$ cat config.mk
export PLATFORM = sky130hd
export DESIGN_NAME = datapath_seq_ctrl
export DESIGN_NICKNAME = d
export VERILOG_FILES = /design/src/rtl/datapath_seq_ctrl.sv
export SDC_FILE = /design/constraint.sdc
export NUM_CORES = 1
export LEC_CHECK = 0
export CAP_MARGIN = 5
export CORE_UTILIZATION = 46
export CTS_CLUSTER_SIZE = 24
export DETAILED_ROUTE_END_ITERATION = 8
export GPL_TIMING_DRIVEN = 1
export PLACE_DENSITY = 0.82
export RECOVER_POWER = 50
export SLEW_MARGIN = 10
export SYNTH_ARGS = -nofsm -noshare
export SYNTH_HDL_FRONTEND = slang
export SYNTH_SLANG_ARGS = --single-unit
$ cat constraint.sdc
create_clock -name clock -period 2.1 [get_ports clock]
set_input_delay 0.42 -clock clock [delete_from_list [all_inputs] [get_ports clock]]
set_output_delay 0.42 -clock clock [all_outputs]
set_load 0.02 [all_outputs]
$ cat src/rtl/datapath_seq_ctrl.sv
// Multi-cycle sequencer that turns one instruction word into register-file/ALU/RAM control strobes.
// Optional DPCTRL_EARLY_EXIT_EN: a repeat loop ends early when the ALU zero flag is set at write-back.
module datapath_seq_ctrl #(
   parameter int ALU_SEL_W = 5,
   parameter int REG_AW    = 5
) (
   input  logic                 clock,
   input  logic                 reset,
   input  logic [31:0]          instr,
   input  logic                 instr_valid,
   output logic                 instr_ready,
   input  logic [3:0]           status,
   output logic                 write,
   output logic [REG_AW-1:0]    writeReg,
   output logic [REG_AW-1:0]    readA,
   output logic [REG_AW-1:0]    readB,
   output logic [ALU_SEL_W-1:0] sel,
   output logic                 muxSel,
   output logic                 cin,
   output logic                 writeRam,
   output logic                 done,
   output logic                 err,
   output logic [3:0]           flags
);

   // state    | meaning
   // S_IDLE   | waiting for instruction, instr_ready high
   // S_DECODE | load repeat counter, pick NOP/illegal/work path
   // S_EXEC   | drive read addresses and ALU controls
   // S_WB     | hold controls, pulse write or writeRam, capture status
   // S_DONE   | one-cycle done pulse, err valid
   localparam logic [2:0] S_IDLE   = 3'd0;
   localparam logic [2:0] S_DECODE = 3'd1;
   localparam logic [2:0] S_EXEC   = 3'd2;
   localparam logic [2:0] S_WB     = 3'd3;
   localparam logic [2:0] S_DONE   = 3'd4;

   localparam logic [2:0] OP_NOP   = 3'd0;
   localparam logic [2:0] OP_ALU   = 3'd1;
   localparam logic [2:0] OP_ALUI  = 3'd2;
   localparam logic [2:0] OP_STORE = 3'd3;

   logic [2:0]  state;
   logic [2:0]  state_nxt;
   logic [31:0] ir;
   logic [7:0]  cnt;
   logic [2:0]  op;
   logic        illegal;
   logic        active;
   logic        stop_early;
   logic        accept;

   assign op      = ir[31:29];
   assign illegal = op[2];
   assign active  = (state == S_EXEC) || (state == S_WB);
   assign accept  = (state == S_IDLE) && instr_valid;

`ifdef DPCTRL_EARLY_EXIT_EN
   assign stop_early = status[0];
`else
   assign stop_early = 1'b0;
`endif

   always_comb begin
      state_nxt = state;
      case (state)
         S_IDLE:   if (instr_valid) state_nxt = S_DECODE;
         S_DECODE: state_nxt = (op == OP_NOP || illegal) ? S_DONE : S_EXEC;
         S_EXEC:   state_nxt = S_WB;
         S_WB:     state_nxt = (cnt != 8'd0 && !stop_early) ? S_EXEC : S_DONE;
         S_DONE:   state_nxt = S_IDLE;
         default:  state_nxt = S_IDLE;
      endcase
   end

   always_ff @(posedge clock or negedge reset) begin
      if (!reset) begin
         state <= S_IDLE;
         ir    <= 32'd0;
         cnt   <= 8'd0;
         flags <= 4'd0;
      end else begin
         state <= state_nxt;
         if (accept) ir <= instr;
         if (state == S_DECODE) cnt <= ir[7:0];
         if (state == S_WB) begin
            flags <= status;
            // counter stops at zero: the zero case exits the loop instead of wrapping
            if (cnt != 8'd0 && !stop_early) cnt <= cnt - 8'd1;
         end
      end
   end

   assign instr_ready = (state == S_IDLE);
   assign done        = (state == S_DONE);
   assign err         = done && illegal;

   assign readA    = active ? REG_AW'(ir[23:19])   : '0;
   assign readB    = active ? REG_AW'(ir[18:14])   : '0;
   assign writeReg = active ? REG_AW'(ir[28:24])   : '0;
   assign sel      = active ? ALU_SEL_W'(ir[13:9]) : '0;
   assign cin      = active && ir[8];
   assign muxSel   = active && (op == OP_ALUI);
   assign write    = (state == S_WB) && (op == OP_ALU || op == OP_ALUI);
   assign writeRam = (state == S_WB) && (op == OP_STORE);

endmodule

==> impl_metrics.csv <==
group,metric,value,unit
cts,clk_latency,0.30,ns
routing,wl,4.721,mm
sta,hold_slack,0.4216,ns
logic_synthesis,syn_nets,222,
logic_synthesis,synth_top_area_share,53.08,%
setup_path,r2r-start,"state[0]$_DFFE_PN0P_",
power_and_ir_drop,total_power,4.458,mW
placement,portBuffers,69,
setup_path,end_kind,"output pin",
placement,dp_cells,302,
setup_path,crit_type,"flop to output pin",
finish,antenna_cells,0,
cts,cts_root_buf,"clkbuf_8",
finish,fillers,349,
setup_path,start_kind,"flop",
power_and_ir_drop,power-per-cell-area,1458,nW/um^2
routing,drt_iter0_markers,80,
logic_synthesis,yosysWarningCount,0,
logic_synthesis,yosysMostFrequentCell,"dfrtp_1",
die,die_y,71.41,um
sta,finalMaxSlewViolations,0,
finish,fin_area,3058,um^2
logic_synthesis,synth.distinct_cells,37,
logic_synthesis,syn_area,2216,um^2
logic_synthesis,synth_common_cells,"dfrtp_1, mux2_2, and2_1",
setup_path,crit_arrival,1.60,ns
logic_synthesis,syn_inst,182,
die,core,4504,um^2
setup_path,crit_path_start,"state[2]$_DFFE_PN0P_",
cts,clk_pin_slew,0.08,ns
cts,cts_sinks,47,
sta,maxSlewHeadroom,22.49,%
cts,htreeDepth,2,
job,cap_violations,0,
status,status,"finished, violations left",
placement,post-place-ws,0.09329,ns
sta,setup_viol,0,
die,die_x,71.41,um
placement,place_hpwl,3.411,mm
power_and_ir_drop,ir_worst_vdd,716.9,uV
routing,drc_errors,4,
finish,final_util,67.89,%
die,start_util,49.19,%
routing,first_pass_iters,6,
global_route,antenna_found_initial,0,
die,io_pins,70,
sta,timing.fmax,495.2,MHz
finish,nNetsFinal,299,
cts,tritoncts,"built",
cts,cts_buffers,5,
sta,tns,0,ns
setup_path,worstPathMaxFanout,7,
global_route,grt_pass1_vias,1689,
power_and_ir_drop,p_leak,1.359,nW
sta,hold_viol,0,
routing,viasPerCell,5.264,
global_route,grt_usage,20.25,%
logic_synthesis,synth_edf_count,0,
placement,gp_congestion,0.7479,
logic_synthesis,synth_area_leaders,"dfrtp_1, mux2_2, and2_1",
logic_synthesis,synth_top_cell_by_area,"dfrtp_1",
cts,cts_buffer_depth,2,
sta,clock_skew,0.004106,ns
setup_path,cp.required,1.68,ns
global_route,grt.overflow.total,0,
logic_synthesis,synth_seq_cells,47,
sta,worst_pin_slew,1.163,ns
logic_synthesis,ys.flop_type,"dfrtp_1",
sta,layout_setup_ws,0.08077,ns
worst_hold_path,min_path_type,"input port to asynchronous set/reset pin",
sta,rsz0062_at_grt,"false",
global_route,grt_pass1_wl,7.859,mm
logic_synthesis,async_flop_share,100.0,%
die,rows,24,
finish,drive_gt1_share,20.46,%
sta,timing.final.crit_share,96.15,%
finish,area_growth,38.00,%
placement,place_area,2995,um^2
sta,final.min_clock_period,2.019,ns
logic_synthesis,syn_area_per_cell,12.18,um^2
routing,vias,1637,
die,dieArea,5099,um^2
logic_synthesis,ys_seq_area_share,53.08,%
global_route,grt_start_max_net_pins,48,
finish,layout.cells.non_filler,311,
routing,wl_per_cell,15.18,um
routing,ant_nets,0,
status,violations,"DRC",
-- cell usage in the layout, fill, tap and decap left out, types with 2 or more instances in the layout --
cell,synthesis,final
nor2b_1,2,2
nand2_1,7,7
nor4b_1,3,3
a211oi_1,3,4
nor2_1,9,9
nand2b_1,3,3
mux2_1,4,4
mux2i_1,2,2
dfrtp_1,47,47
and2_1,23,23
nand3_1,6,6
clkbuf_8,0,5
buf_4,3,6
clkdlybuf4s50_1,0,37
nand3b_1,2,2
dlygate4sd3_1,0,4
o221ai_1,2,2
nor3_1,5,5
clkbuf_1,5,3
inv_1,2,2
mux2_2,32,32
dlygate4sd2_1,0,26
or3_1,2,3
-- state kept, by name, summed over array words and instances (netlist names) --
| name | count |
|---|---|
| flags | 4 |
| ir | 32 |
| cnt | 8 |
| state | 3 |
-- critical path, stage by stage, from the launching register on --
cell and delay (ns):
dfrtp_1 0.44, nand2b_1 0.19, nor4b_1 0.31, dlygate4sd1_1 0.36
-- routing by layer --
layer	vias to the layer above	share of wire, %	global-route usage [%]
li1	794	-	-
met1	790	46	26.72
met2	47	49	32.17
met3	6	4.2	4.923
met4	0	1.6	8.444
met5	-	0	0
-- final timing paths --
check,to,slack [ns],cells past startpoint
setup / recovery,muxSel,0.08,3
hold / removal,ir[1]$_DFFE_PN0P_,0.42,2
setup reg to reg,cnt[1]$_DFF_PN0_,0.26,5
hold reg to reg,ir[26]$_DFFE_PN0P_,0.49,1
max in group asynchronous,ir[11]$_DFFE_PN0P_,0.97,2
min in group clock,ir[26]$_DFFE_PN0P_,0.49,1
-- power breakdown --
part / internal [mW] / leakage (nW) / switching, mW
Combinational: 1.09 / 0.752 / 1.04
Clock: 0.349 / 0.0513 / 0.287
Sequential: 1.38 / 0.555 / 0.317
Total: 2.82 / 1.36 / 1.64
-- kinds of logic (layout without fill, tap and decap cells) --
kind of cell	count (synthesis)	count (layout)	synth area share, %
simple gates	70	70	18.58
flops	47	47	53.08
mux	38	38	19.20
buf+inv	12	89	2.654
fa+ha+maj	1	1	0.5646
xor+xnor	1	1	0.3953
compound gates	13	13	5.534
-- repair_timing --
action / in CTS / in global routing
buffers inserted: 2 / 0
hold buffers: 0 / 0
resized for setup: 29 / 2
setup endpoints to repair: 27 / 1
cloned: 0 / 0
-- area by class of cell --
| class | instances | area [um^2] | area share (%) |
|---|---|---|---|
| Sequential cell | 47 | 1176 | 38.46 |
| Multi-Input combinational cell | 123 | 965.9 | 31.59 |
| Clock inverter | 1 | 30.03 | 0.9820 |
| Tap cell | 52 | 65.06 | 2.128 |
| Clock buffer | 6 | 72.57 | 2.373 |
| Timing Repair Buffer | 80 | 740.7 | 24.22 |
| Inverter | 2 | 7.507 | 0.2455 |
No activity file was read; power rests on OpenSTA's default activity.
